[src/rtl/lc3_pkg.sv]
// Shared LC-3 definitions: stage encodings, opcodes, the HALT trap word and
// the run-state type used by the stage sequencer.
package lc3_pkg;

  localparam logic [1:0] STG_DECODE    = 2'b00;
  localparam logic [1:0] STG_EXECUTE   = 2'b01;
  localparam logic [1:0] STG_WRITEBACK = 2'b10;
  localparam logic [1:0] STG_FETCH     = 2'b11;

  localparam logic [3:0] OP_TRAP = 4'hF;
  localparam logic [3:0] OP_LDR  = 4'h6;
  localparam logic [3:0] OP_STR  = 4'h7;

  localparam logic [15:0] HALT_INSN = 16'hF025;

  typedef enum logic [1:0] {
    RS_IDLE    = 2'b00,
    RS_RUNNING = 2'b01,
    RS_HALTED  = 2'b10
  } run_state_e;

  function automatic logic [1:0] seq_next(input logic [1:0] stg);
    logic [1:0] nxt;
    case (stg)
      STG_FETCH:     nxt = STG_DECODE;
      STG_DECODE:    nxt = STG_EXECUTE;
      STG_EXECUTE:   nxt = STG_WRITEBACK;
      default:       nxt = STG_FETCH;
    endcase
    return nxt;
  endfunction

  function automatic logic is_halt(input logic [15:0] ir);
    return (ir == HALT_INSN);
  endfunction

endpackage

[src/rtl/mem_wait_timer.sv]
// Counts consecutive cycles a memory stage has waited for MEM_RDY and flags
// the cycle in which the MAX_WAIT-th wait would be completed without ready.
module mem_wait_timer #(
  parameter int unsigned MAX_WAIT = 15
) (
  input  logic CLK,
  input  logic RST_N,
  input  logic clear,
  input  logic waiting,
  output logic expired
);

  localparam logic [7:0] LAST = 8'(MAX_WAIT - 1);

  logic [7:0] cnt_q, cnt_d;

  always_comb begin
    cnt_d = cnt_q;
    if (clear) begin
      cnt_d = '0;
    end else if (waiting) begin
      cnt_d = cnt_q + 8'd1;
    end
  end

  always_ff @(posedge CLK or negedge RST_N) begin
    if (!RST_N) begin
      cnt_q <= '0;
    end else begin
      cnt_q <= cnt_d;
    end
  end

  // A ready arriving in the limit cycle drops waiting, so it wins over expiry.
  assign expired = waiting && (cnt_q == LAST);

endmodule

[src/rtl/stage_sequencer.sv]
// LC-3 instruction stage sequencer with memory-ready stall, HALT and timeout.
// Define SEQ_INSN_COUNT_EN to build the retired-instruction counter.
//
// run state  | meaning
// RS_IDLE    | waiting for RUN, STAGE parked at FETCH, no requests
// RS_RUNNING | stepping stages, stalling on memory ready
// RS_HALTED  | stopped by HALT or memory timeout; left only by reset
module stage_sequencer import lc3_pkg::*; #(
  parameter int unsigned MAX_WAIT = 15
) (
  input  logic        CLK,
  input  logic        RST_N,
  input  logic        RUN,
  input  logic [15:0] IR,
  input  logic        MEM_OP,
  input  logic        MEM_RDY,
  input  logic        NEXT_STAGE_LE,
  input  logic [1:0]  NEXT_STAGE,
  output logic [1:0]  STAGE,
  output logic        ADVANCE,
  output logic        MEM_REQ,
  output logic        HALTED,
  output logic        FAULT,
  output logic [15:0] INSN_COUNT
);

  run_state_e run_q;
  logic [1:0] stage_q, stage_d;
  logic       halted_q;
  logic       fault_q;

  logic running;
  logic waiting;
  logic advance;
  logic halt_now;
  logic expired;

  assign running = (run_q == RS_RUNNING);
  assign MEM_REQ = running &&
                   ((stage_q == STG_FETCH) || ((stage_q == STG_WRITEBACK) && MEM_OP));
  assign waiting = MEM_REQ && !MEM_RDY;
  assign advance = running && !waiting;
  assign halt_now = (stage_q == STG_WRITEBACK) && is_halt(IR);

  always_comb begin
    stage_d = seq_next(stage_q);
    if (halt_now) begin
      stage_d = STG_FETCH;
    end else if (NEXT_STAGE_LE) begin
      stage_d = NEXT_STAGE;
    end
  end

  mem_wait_timer #(
    .MAX_WAIT(MAX_WAIT)
  ) u_wait (
    .CLK     (CLK),
    .RST_N   (RST_N),
    .clear   (advance || !running),
    .waiting (waiting),
    .expired (expired)
  );

  always_ff @(posedge CLK or negedge RST_N) begin
    if (!RST_N) begin
      run_q    <= RS_IDLE;
      stage_q  <= STG_FETCH;
      halted_q <= 1'b0;
      fault_q  <= 1'b0;
    end else begin
      case (run_q)
        RS_IDLE: begin
          if (RUN) begin
            run_q <= RS_RUNNING;
          end
        end
        RS_RUNNING: begin
          if (expired) begin
            run_q    <= RS_HALTED;
            halted_q <= 1'b1;
            fault_q  <= 1'b1;
            stage_q  <= STG_FETCH;
          end else if (advance) begin
            stage_q <= stage_d;
            if (halt_now) begin
              run_q    <= RS_HALTED;
              halted_q <= 1'b1;
            end
          end
        end
        default: begin
        end
      endcase
    end
  end

  assign STAGE   = stage_q;
  assign ADVANCE = advance;
  assign HALTED  = halted_q;
  assign FAULT   = fault_q;

`ifdef SEQ_INSN_COUNT_EN
  logic        retire;
  logic [15:0] count_q;

  // The HALT transition lands on FETCH, so it retires through the same term.
  assign retire = advance &&
                  ((stage_q == STG_EXECUTE) || (stage_q == STG_WRITEBACK)) &&
                  ((stage_d == STG_FETCH) || (stage_d == STG_DECODE));

  always_ff @(posedge CLK or negedge RST_N) begin
    if (!RST_N) begin
      count_q <= '0;
    end else if (retire) begin
      count_q <= count_q + 16'd1;
    end
  end

  assign INSN_COUNT = count_q;
`else
  assign INSN_COUNT = 16'h0000;
`endif

endmodule

[config.mk]
export PLATFORM = sky130hd
export DESIGN_NAME = stage_sequencer
export DESIGN_NICKNAME = d
export VERILOG_FILES = /design/src/rtl/lc3_pkg.sv /design/src/rtl/mem_wait_timer.sv /design/src/rtl/stage_sequencer.sv
export SDC_FILE = /design/constraint.sdc
export NUM_CORES = 1
export LEC_CHECK = 0
export BUFFER_PORTS_ARGS = -buffer_cell sky130_fd_sc_hd__buf_2
export CAP_MARGIN = 15
export CORE_ASPECT_RATIO = 1.5
export CORE_MARGIN = 2
export CORE_UTILIZATION = 41
export DETAILED_ROUTE_END_ITERATION = 8
export PLACE_DENSITY_LB_ADDON = 0.1
export REMOVE_ABC_BUFFERS = 1
export SLEW_MARGIN = 20
export SYNTH_ARGS = -nofsm -noshare
export SYNTH_HDL_FRONTEND = slang
export SYNTH_HIERARCHICAL = 1
export SYNTH_SLANG_ARGS = --single-unit
[constraint.sdc]
create_clock -name CLK -period 2.4 [get_ports CLK]
set_input_delay 0.12 -clock CLK [delete_from_list [all_inputs] [get_ports CLK]]
set_output_delay 0.12 -clock CLK [all_outputs]
set_load 0.02 [all_outputs]
; ---- After elaboration in Yosys (flattened, before gate mapping)
; Index checks and enable logic that the tools add are counted.
[classes]
n_mux = 15
eq_ne = 9
n_reduce_logical = 21
n_addsub = 1
[ops]
columns = cell, n
row1 = "== test 16 bit, second input constant", 1
row2 = two-way mux 2 bit, 8
row3 = two-way mux 8 bit, 2
row4 = "adder 8 x 1 -> 8 bit, second input constant", 1
row5 = "== test 8 x 4 -> 1 bit, second input constant", 1
row6 = nonzero test 2 bit, 4
row7 = logical AND 1 bit, 6
row8 = "!= test 3 x 1 -> 1 bit, second input constant", 2
row9 = one-hot mux 2 bit (3 select lines), 1
row10 = "== test 2 x 1 -> 1 bit, second input constant", 2
row11 = "== test 2 bit, second input constant", 2
row12 = zero test 2 bit, 2
row13 = one-hot mux 2 bit (2 select lines), 1
row14 = AND reduction 2 bit, 2
row15 = AND reduction 4 bit, 1
row16 = zero test 1 bit, 3
row17 = two-way mux 1 bit, 3
row18 = AND reduction 3 bit, 1
row19 = logical OR 1 bit, 2
row20 = "!= test 2 bit, second input constant", 1
[totals]
input_bits = 24
register_bits = 14
out_inout_bits = 22

; ---- Depth between registers and ports, before layout
; Gate-level depths: netlist of the first run.
[logic_depth]
word_depth = 10
mapped_depth = 11
depth_no_buf = 10

; ---- By module
; The synthesis of the first run kept the hierarchy.
[modules_own_cells]
columns = module, area_each_um2, n_inst, seq_area_each_um2, cells_each
row1 = stage_sequencer, 555.5, 1, 152.6, 59
row2 = mem_wait_timer, 410.4, 1, 200.2, 41

; ---- Worst setup path before layout of the first run
; No wires, ideal clock.
[synth_timing]
path_type = reg2reg
start = register stage_q[1] (netlist: STAGE[1])
end = register stage_q[0] (netlist: STAGE[0])
period_less_slack_ns = 2.335
n_path_buf = 1
setup_ns = 0.062
t_required_ns = 2.338
stages_incl_launch_ff = 11
setup_slack_ns = 0.065
t_arrival_ns = 2.273
path_cell_list = dfstp_2 > ha_1 > a21oi_2 > or3_1 > inv_1 > buf_4 > nand3_1 > nor3_1 > nor3_1 > nor2_1 > o32a_1
[synth_rtl]
columns = item, line
row1 = "start, declared", stage_sequencer.sv:28  ; logic [1:0] stage_q, stage_d;
row2 = "start signal, assigned", stage_sequencer.sv:84  ; stage_q <= stage_d;
row3 = == test 2 bit, stage_sequencer.sv:40  ; ((stage_q == STG_FETCH) || ((stage_q == STG_WRITEBACK) && MEM_OP));
row4 = logical AND 1 bit, stage_sequencer.sv:40
row5 = logical OR 1 bit (*), stage_sequencer.sv:40
row6 = logical AND 1 bit (*), stage_sequencer.sv:39  ; assign MEM_REQ = running &&
row7 = logical AND 1 bit (*), stage_sequencer.sv:41  ; assign waiting = MEM_REQ && !MEM_RDY;
row8 = via waiting, stage_sequencer.sv:33  ; logic waiting;
row9 = logical AND 1 bit (*), mem_wait_timer.sv:35  ; assign expired = waiting && (cnt_q == LAST);
row10 = via expired, stage_sequencer.sv:36  ; logic expired;
row11 = nonzero test 2 bit (no line), --
row12 = AND reduction 2 bit (no line), --
; Mark *: on every way through the listed nets, which the timed path passes. The rest lies on a longest branch. The select of a mux whose other input is x is not followed.
; A chain may end at the register's enable or synchronous reset.

; ---- Worst setup path in the final report of the first run
[layout_timing]
start = register stage_q[0] (netlist: STAGE[0])
end = register stage_q[1] (netlist: STAGE[1])
; The elaborated chain is that of the path after synthesis.

==> results.cfg, run 1 <==
[status]
status = completed

[sta]
skew_ns = 0.0007138
final-hold-violation-count = 0
hold-worst-slack_ns = 0.2017
final_min_period_ns = 2.163
rsz0062_at_grt = false
timing.final.crit_share_pct = 90.14
fmaxAchievable_mhz = 462.2
drv_slew = 0
finish_stage_setup_viols = 0
setup_slack_after_layout_ns = 0.2366

[floorplanning]
core_region_area_um2 = 2233
start_util_pct = 43.25
ioPinCount = 46
floorplan.die_area_um2 = 2768
dieHeight_um = 63.45
floorplan.die.width_um = 43.63
rows = 21

[final_layout]
final_layout_size_suffix_gt1_share_pct = 33.58
number_of_fillers_in_the_final_layout = 219
final_core_util_pct = 50.76
finalNonFillerCells = 157
area_growth_syn_to_layout_pct = 17.36
post_layout_net_count = 165
final_common_cell = sky130_fd_sc_hd__buf_2
final_cell_mix = 29 x sky130_fd_sc_hd__buf_2, 16 x sky130_fd_sc_hd__conb_1, 12 x sky130_fd_sc_hd__dfrtp_1
antennaDiodeCount = 0

[grt]
first_global_vias = 767
maximum_number_of_pins_on_one_net_before_global_route_repair = 15
grt_overflow = 0
global_route_wire_length_before_repair_um = 3194
global_router_s_overall_resource_usage_pct = 15.07
grt_antenna_before_repair = 0

[placement]
dpl.cell_count = 152
gp_congestion = 0.7918
dp.final_hpwl_um = 1556
pre_cts_slack_ns = 0.2255
port-buffer-count = 29

[critical_path]
critical_path_required_ns = 2.60
slowest_stage = sky130_fd_sc_hd__dfstp_2
crit_type = flop to flop
reg2reg_from = STAGE[0]
crit_buf_inv = 3
worst_path_most_repeated_cell = sky130_fd_sc_hd__inv_1
critical_path.startpoint = STAGE[0]
cp_max_fo = 6
worst_setup_path_start_kind = flop
critical_path.max_stage_delay_ns = 0.57
cpLargestDelayFamily = compound AO/OA/AOI/OAI gates
critPathArrivalTime_ns = 2.36
crit_path_end_kind = flop
crit_chain = inv_1 -> ha_1 -> a21oi_2 -> or3_1 -> inv_1 -> nand3_1 -> nor3_1 -> buf_4 -> a211o_1 -> o32a_1

[min_path]
hold_start = MEM_RDY
hold_path_class = primary input to flop

[logic_synthesis]
postSynth.asyncResetShare_pct = 100.0
syn-instance-count = 100
synth_xor_xnor_area_share_pct = 3.627
synth-seq-cells = 14
synth.yosys.warnings = 6
mappedNetlistArea_um2 = 965.9
simple_gate_area_share_of_the_yosys_netlist_pct = 23.45
yosys.area_share.adder_pct = 7.772
netlist.area_leader.share_pct = 31.09
synth_area_in_compound_gates_pct = 12.56
synth-edff-count = 0
post_synth_top_flop = sky130_fd_sc_hd__dfrtp_1
post_synth_mux_area_share_pct = 0
synth.lib_cells_used.distinct = 34
netlist.top_cell.by_area = sky130_fd_sc_hd__dfrtp_1
syn_area_per_cell_um2 = 9.659
largest_family_of_logic_cells_by_synthesized_area = simple AND/OR/NAND/NOR gates
ys_top_cells_by_area = sky130_fd_sc_hd__dfrtp_1 31%, sky130_fd_sc_hd__buf_4 13%, sky130_fd_sc_hd__ha_1 7.8%
synth.yosys.seq_area_share_pct = 36.53

[clock_tree]
cts_made_buffers = 3
cts.root.buffer_cell = sky130_fd_sc_hd__clkbuf_4
cts_tree = yes
cts_repair_resize_count = 0
clk_transition_reported_paths_ns = 0.08
worst_skew_pair.late_latency_ns = 0.27
cts_buffer_depth = 2
cts_htree_levels = 1
cts_num_sinks = 14

[drt]
route.detailed.vias_per_inst = 4.885
detailroute.via_count = 767
postRouteAntennaNets = 0
drt-total-wl_um = 1893
detailedRoute.firstPassIterationCount = 4
route.detailed.drc = 0
detail_route.iter0.violations = 20
wl_per_cell_um = 12.06

[power_and_ir_drop]
p_leak_nw = 0.5620
p_per_area_nw_per_um2 = 713.1
ir_drop_uv = 386.0

[job]
number_of_max_cap_violations = 0
-- final cells by class --
class	count	area [um^2]	share of cell area, %
sequential	14	352.8	31.13
multi-input combinational	78	518.0	45.70
inverter	5	20.02	1.766
clock buffer	4	36.28	3.201
tap	23	28.78	2.539
timing repair buffer	33	177.7	15.67
-- layer usage --
layer	wire length (um)	GRT usage, %	up-vias
met4	14	3.788	0
li1	-	-	388
met3	96	3.152	2
met1	727	17.99	355
met2	1055	26.47	22
met5	0	0	-
-- tightest hold or removal path, cell delays in order --
cell and delay (ns):
sky130_fd_sc_hd__buf_2 0.11, sky130_fd_sc_hd__o21ai_2 0.07, sky130_fd_sc_hd__clkinv_2 0.07, sky130_fd_sc_hd__a21oi_1 0.06
-- cell usage after synthesis, types with 3 or more instances --
master / number
sky130_fd_sc_hd__nand4_1: 4
sky130_fd_sc_hd__xor2_1: 3
sky130_fd_sc_hd__inv_1: 4
sky130_fd_sc_hd__ha_1: 6
sky130_fd_sc_hd__buf_4: 17
sky130_fd_sc_hd__a21oi_1: 4
sky130_fd_sc_hd__o21ai_0: 4
sky130_fd_sc_hd__nand2_1: 3
sky130_fd_sc_hd__nor2_1: 8
sky130_fd_sc_hd__or3_1: 4
sky130_fd_sc_hd__dfrtp_1: 12
-- path summary, 6_finish.rpt --
check                      cells past startpoint         endpoint  slack (ns)
max                                           10         STAGE[1]        0.24
min                                            4         run_q[0]        0.20
max reg2reg                                   10         STAGE[1]        0.24
min reg2reg                                    1            FAULT        0.47
max in group asynchronous                      2         STAGE[0]        1.84
min in group asynchronous                      2  u_wait/cnt_q[2]        0.27
-- per-stage QoR --
step | setup TNS, ns | power [mW] | instance area (um^2)
floorplan | -0.1398 | 0.5342 | 890.9
global placement | 0 | 0.6457 | 1087
detailed placement | 0 | 0.6490 | 1087
CTS | 0 | 0.8224 | 1134
global route | 0 | 0.8824 | 1134
finish | 0 | 0.8084 | 1134
-- sequential cells by signal, summed over array words and instances, names as in the netlist --
register / flops
FAULT: 1
HALTED: 1
STAGE: 2
run_q: 2
u_wait/cnt_q: 8
-- power breakdown --
group          switching [mW]  internal, mW
Sequential             0.0321         0.271
Clock                  0.0724        0.0920
Combinational           0.203         0.138
Total                   0.307         0.501
-- timing repair --
item / in CTS / in global routing
setup buffers: 0 / 0
hold buffers: 1 / 0
hold endpoints to repair: 12 / 0
-- cells by family (layout without fill, tap and decap cells) --
family / after synthesis / count (layout)
AOI/OAI and AO/OA: 17 / 17
xor gates and xnor gates: 4 / 4
adders and majority gates: 6 / 6
buffers and inverters: 23 / 42
DFF: 14 / 14
other: 1 / 16
and+or+nand+nor: 35 / 35
No activity file was read; power rests on OpenSTA's default activity.
==> inputs of run 2 (changes only) <==
--- a/config.mk
+++ b/config.mk
@@ -9,8 +9,9 @@
 export CAP_MARGIN = 15
 export CORE_ASPECT_RATIO = 1.5
 export CORE_MARGIN = 2
-export CORE_UTILIZATION = 41
+export CORE_UTILIZATION = 35
 export DETAILED_ROUTE_END_ITERATION = 8
+export MAX_ROUTING_LAYER = met4
 export PLACE_DENSITY_LB_ADDON = 0.1
 export REMOVE_ABC_BUFFERS = 1
 export SLEW_MARGIN = 20
==> run 2 against run 1 <==
  * Die area grew 16%
  * Global-route usage is 0.60 points lower
  * Highest routed layer unchanged
  * Fmax fell by 0.17%
  * Register-to-register slack about the same
  * Critical path type unchanged
  * Largest power group unchanged
  * Count of clock-buffer cells in the layout down 1
  * Setup slack got worse by 0.0037 ns
==> results.cfg, run 2 (synthesis gave the netlist of run 1 again) <==
[clock_tree]
cts_htree_levels = 1
cts_tree = yes
cts_made_buffers = 3
cts.root.buffer_cell = sky130_fd_sc_hd__clkbuf_8
clk_transition_reported_paths_ns = 0.06
cts_setup_buffers = 0
cts_num_sinks = 14
cts_buffer_depth = 2
worst_skew_pair.late_latency_ns = 0.24

[critical_path]
reg2reg_to = run_q[0]
crit_chain = ha_1 -> a21oi_2 -> or3_1 -> inv_1 -> nand3_1 -> nor3_4 -> buf_4 -> nand2_1 -> o21ai_0 -> a21oi_1
critical_path.max_stage_delay_ns = 0.57
slowest_stage = sky130_fd_sc_hd__dfstp_2
r2r.worst_path.cells = 10
critical_path.endpoint = run_q[0]
crit_type = flop to flop
reg2reg_from = STAGE[1]
rrSetupSlack_ns = 0.23
worst_setup_path_start_kind = flop
crit_path_end_kind = flop
critical_path_required_ns = 2.52
cp_max_fo = 6
critPathArrivalTime_ns = 2.29
critical_path.startpoint = STAGE[1]

[sta]
hold-worst-slack_ns = 0.2361
setup-tns-final_ns = 0
timing.final.crit_share_pct = 90.29
drv_slew = 0
fmaxAchievable_mhz = 461.5
rsz0062_at_grt = false
skew_ns = 0.003640
finish_stage_setup_viols = 0
final_min_period_ns = 2.167
final-hold-violation-count = 0

[placement]
port-buffer-count = 29
dp.final_hpwl_um = 1592
gp_congestion = 0.8147
dpl_cell_area_um2 = 1105

[final_layout]
final_core_util_pct = 44.09
post_layout_net_count = 165
antennaDiodeCount = 0
final_layout_size_suffix_gt1_share_pct = 33.83
final_cell_mix = 29 x sky130_fd_sc_hd__buf_2, 16 x sky130_fd_sc_hd__conb_1, 12 x sky130_fd_sc_hd__dfrtp_1
largest_register_ff_count = 8
top_register = u_wait/cnt_q
final_design_area_no_fill_um2 = 1167
final_common_cell = sky130_fd_sc_hd__buf_2
area_growth_syn_to_layout_pct = 20.86

[power_and_ir_drop]
ir_drop_uv = 522.5
p_per_area_nw_per_um2 = 716.0
report.power.total_uw = 835.8
p_leak_nw = 0.5627

[floorplanning]
start_util_pct = 36.48
rows = 23
core_region_area_um2 = 2648
floorplan.die.width_um = 46.90
ioPinCount = 46
dieHeight_um = 68.34
floorplan.die_area_um2 = 3205

[drt]
wl_per_cell_um = 11.78
m1WireLength_um = 788
dr_wl_met3_um = 111
met2_length_um = 1087
route.detailed.drc = 0
drt-total-wl_um = 2002
detail_route.iter0.violations = 27
postRouteAntennaNets = 0
detailroute.via_count = 776
detailedRoute.firstPassIterationCount = 4
maxUsedRoutingLayer = met4
route.detailed.vias_per_inst = 4.565

[job]
number_of_max_cap_violations = 0

[grt]
global_route_wire_length_before_repair_um = 3180
grt_overflow = 0
first_global_vias = 731
global_router_s_overall_resource_usage_pct = 14.47
maximum_number_of_pins_on_one_net_before_global_route_repair = 15
grt_antenna_before_repair = 0

[min_path]
hold_path_class = primary input to flop

[status]
status = completed
-- run 2: changes by cell type in the layout (fill, tap and decap cells not counted) --
| cell | change |
|---|---|
| sky130_fd_sc_hd__nor3_4 | +1 |
| sky130_fd_sc_hd__clkbuf_8 | +2 |
| sky130_fd_sc_hd__clkbuf_4 | -3 |
| sky130_fd_sc_hd__nor3_1 | -1 |
-- run 2: per-layer routing --
metal | up-vias | global-route usage (%)
met1 | 360 | 15.61
met5 | - | -
met4 | 0 | 6.250
met2 | 25 | 24.66
met3 | 2 | 3.166
li1 | 389 | -
-- run 2: per-stage QoR --
stage               std cells  worst slack (ns)
floorplan                  97          -0.07028
global placement          166            0.1491
detailed placement        166           0.03693
CTS                       170           0.01443
global route              170           0.01624
finish                    170            0.2330
-- run 2: final cells by class --
| type | instances | area, um^2 |
|---|---|---|
| fillers | 275 | 1480 |
| well taps | 37 | 46.29 |
| repair buffers | 33 | 177.7 |
| multi-input cells | 78 | 529.3 |
| clock buffers | 3 | 41.29 |
| inverters | 5 | 20.02 |
| flip-flops and latches | 14 | 352.8 |
-- run 2: repair_timing --
action	in CTS	in global routing
resized for setup	0	2
hold endpoints to repair	12	0
setup endpoints to repair	0	6
hold buffers	1	0
-- run 2: worst min-delay path by stage --
stage | from | end | slack (ns) | depth (start not counted)
detailed placement | RST_N | u_wait/cnt_q[2] | 0.04 | 1
global route | NEXT_STAGE[1] | STAGE[1] | 0.26 | 3
finish | MEM_RDY | run_q[0] | 0.24 | 4
floorplan | RST_N | FAULT | -0.18 | 0
CTS | MEM_RDY | run_q[0] | 0.24 | 4
global placement | RST_N | u_wait/cnt_q[4] | 0.04 | 1
-- run 2: critical path, delay by kind of cell, from the launching register on --
kind / cells / cell delay [ns]
AOI/OAI and AO/OA: 3 / 0.22
adders and majority gates: 1 / 0.19
DFF: 1 / 0.57
and+or+nand+nor: 4 / 0.82
buffers and inverters: 2 / 0.24
-- run 2: report_power, final --
part           leakage (nW)  total [mW]  internal [mW]  switching, mW
registers             0.183       0.305          0.272         0.0328
clock network        0.0216       0.186          0.111         0.0756
logic                 0.358       0.345          0.138          0.207
total                 0.563       0.836          0.520          0.315
==> inputs of run 3 (changes only) <==
--- a/config.mk
+++ b/config.mk
@@ -7,9 +7,11 @@
 export LEC_CHECK = 0
 export BUFFER_PORTS_ARGS = -buffer_cell sky130_fd_sc_hd__buf_2
 export CAP_MARGIN = 15
+export CELL_PAD_IN_SITES_DETAIL_PLACEMENT = 0
+export CELL_PAD_IN_SITES_GLOBAL_PLACEMENT = 1
 export CORE_ASPECT_RATIO = 1.5
 export CORE_MARGIN = 2
-export CORE_UTILIZATION = 35
+export CORE_UTILIZATION = 30
 export DETAILED_ROUTE_END_ITERATION = 8
 export MAX_ROUTING_LAYER = met4
 export PLACE_DENSITY_LB_ADDON = 0.1
==> run 3 against run 2 <==
  * Utilization fell by 6.3 points
  * Clock power rose by 9%
  * Sequential power is essentially flat
  * Global-route usage fell by 1.3 points
  * Routed wire length increased by 6.9%
  * Setup slack worse by 0.061 ns
  * Sequential share of layout area is 0.38 points lower
  * Hold slack got worse by 0.0045 ns
  * Critical endpoint is now STAGE[1]
  * Highest routed layer unchanged
  * Flip-flop and latch count stayed put
  * Via count grew 0.26%
  * Final cell count up 2.4%
==> results.cfg, run 3 (synthesis gave the netlist of run 1 again) <==
[sta]
skew_ns = 0.003820
final_min_period_ns = 2.228
fmaxAchievable_mhz = 448.8
timing.final.crit_share_pct = 92.85
finish_stage_setup_viols = 0
rsz0062_at_grt = false
final-hold-violation-count = 0
drv_slew = 0

[clock_tree]
worst_skew_pair.late_latency_ns = 0.24
cts_htree_levels = 1
cts_buffer_depth = 2
cts_tree = yes
cts_made_buffers = 3
cts_num_sinks = 14
cts.root.buffer_cell = sky130_fd_sc_hd__clkbuf_8
clk_transition_reported_paths_ns = 0.06

[power_and_ir_drop]
p_leak_nw = 0.5656
report.power.total_uw = 867.6
p_per_area_nw_per_um2 = 733.7
ir_drop_uv = 390.9

[critical_path]
slowest_stage = sky130_fd_sc_hd__dfstp_2
crit_type = flop to flop
cp_max_fo = 4
critical_path_required_ns = 2.57
worst_path_most_repeated_cell = sky130_fd_sc_hd__inv_1
crit_chain = inv_1 -> ha_1 -> a21oi_4 -> or3_1 -> inv_1 -> nand3_1 -> nor3_4 -> buf_4 -> a211o_1 -> o32a_1
worst_setup_path_start_kind = flop
crit_buf_inv = 3
cpLargestDelayFamily = compound AO/OA/AOI/OAI gates
critPathArrivalTime_ns = 2.40
crit_path_end_kind = flop
critical_path.max_stage_delay_ns = 0.56

[final_layout]
area_growth_syn_to_layout_pct = 22.41
post_layout_net_count = 165
top_register = u_wait/cnt_q
final_layout_size_suffix_gt1_share_pct = 33.58
final_common_cell = sky130_fd_sc_hd__buf_2
final_cell_mix = 29 x sky130_fd_sc_hd__buf_2, 16 x sky130_fd_sc_hd__conb_1, 12 x sky130_fd_sc_hd__dfrtp_1
final_core_util_pct = 37.80
final_design_area_no_fill_um2 = 1182
antennaDiodeCount = 0
largest_register_ff_count = 8
finalNonFillerCells = 174

[placement]
gp_congestion = 0.7243
port-buffer-count = 29
dpl_cell_area_um2 = 1109
dpl.cell_count = 169
dp.final_hpwl_um = 1685

[drt]
detail_route.iter0.violations = 9
postRouteAntennaNets = 0
wl_per_cell_um = 12.30
route.detailed.vias_per_inst = 4.471
detailroute.via_count = 778
detailedRoute.firstPassIterationCount = 4
route.detailed.drc = 0
drt-total-wl_um = 2140

[status]
status = completed

[grt]
maximum_number_of_pins_on_one_net_before_global_route_repair = 15
met3_usage_pct = 2.642
grt.busiest_layer = met2
grt_overflow = 0
first_global_vias = 804
global_route_wire_length_before_repair_um = 3581
grt_util_met1_pct = 14.41
grt_antenna_before_repair = 0
global_router_s_overall_resource_usage_pct = 13.13
groute.layer.met2.usage_pct = 21.93

[floorplanning]
start_util_pct = 30.88
ioPinCount = 46
floorplan.die.width_um = 50.33
rows = 25
floorplan.die_area_um2 = 3699
core_region_area_um2 = 3128
dieHeight_um = 73.50

[job]
number_of_max_cap_violations = 0

[min_path]
hold_path_class = primary input to flop
-- run 3: final timing paths --
kind / from / to / slack, ns / cells past startpoint
worst min register to register: FAULT / FAULT / 0.47 / 1
worst max-delay path: STAGE[0] / STAGE[1] / 0.17 / 10
max in group asynchronous: RST_N / STAGE[1] / 1.80 / 2
worst max register to register: STAGE[0] / STAGE[1] / 0.17 / 10
min in group asynchronous: RST_N / u_wait/cnt_q[2] / 0.31 / 2
worst min-delay path: MEM_RDY / run_q[0] / 0.23 / 4
-- run 3: per-layer routing --
| metal | routed length (um) | vias to the layer above |
|---|---|---|
| li1 | - | 388 |
| met1 | 831 | 366 |
| met2 | 1197 | 22 |
| met3 | 94 | 2 |
| met4 | 16 | 0 |
| met5 | 0 | - |
-- run 3: area by class of cell --
class	instances	area, um^2
clock buffer	4	45.04
fill	356	1946
inverter	5	20.02
multi-input combinational	78	536.8
sequential	14	352.8
tap	40	50.05
timing repair buffer	33	177.7
-- run 3: metrics by stage --
| stage | setup TNS [ns] | setup WS, ns | hold slack, ns |
|---|---|---|---|
| 3_5_place_dp | 0 | 0.1488 | 0.04253 |
| 3_3_place_gp | 0 | 0.2049 | 0.03508 |
| 2_1_floorplan | -0.1398 | -0.07028 | -0.1756 |
| 6_report | 0 | 0.1716 | 0.2316 |
| 5_1_grt | 0 | 0.01538 | 0.2637 |
| 4_1_cts | 0 | 0.1240 | 0.2278 |
-- run 3: timing repair --
item,in CTS,in global routing
endpoints found under the setup margin,0,4
setup buffers,0,0
hold endpoints to repair,12,0
hold buffers,1,0
gates resized for setup,0,3
-- run 3: worst register-to-register path, delay by kind of cell (launching register included) --
| family | cells | cell delay, ns |
|---|---|---|
| compound gates | 3 | 0.68 |
| simple gates | 3 | 0.38 |
| buf+inv | 3 | 0.28 |
| flops | 1 | 0.56 |
| fa+ha+maj | 1 | 0.24 |
-- run 3: where the power goes --
group | switching [mW] | internal [mW] | leakage, nW
Combinational | 0.216 | 0.146 | 0.360
Clock | 0.0846 | 0.117 | 0.0228
Sequential | 0.0317 | 0.272 | 0.183
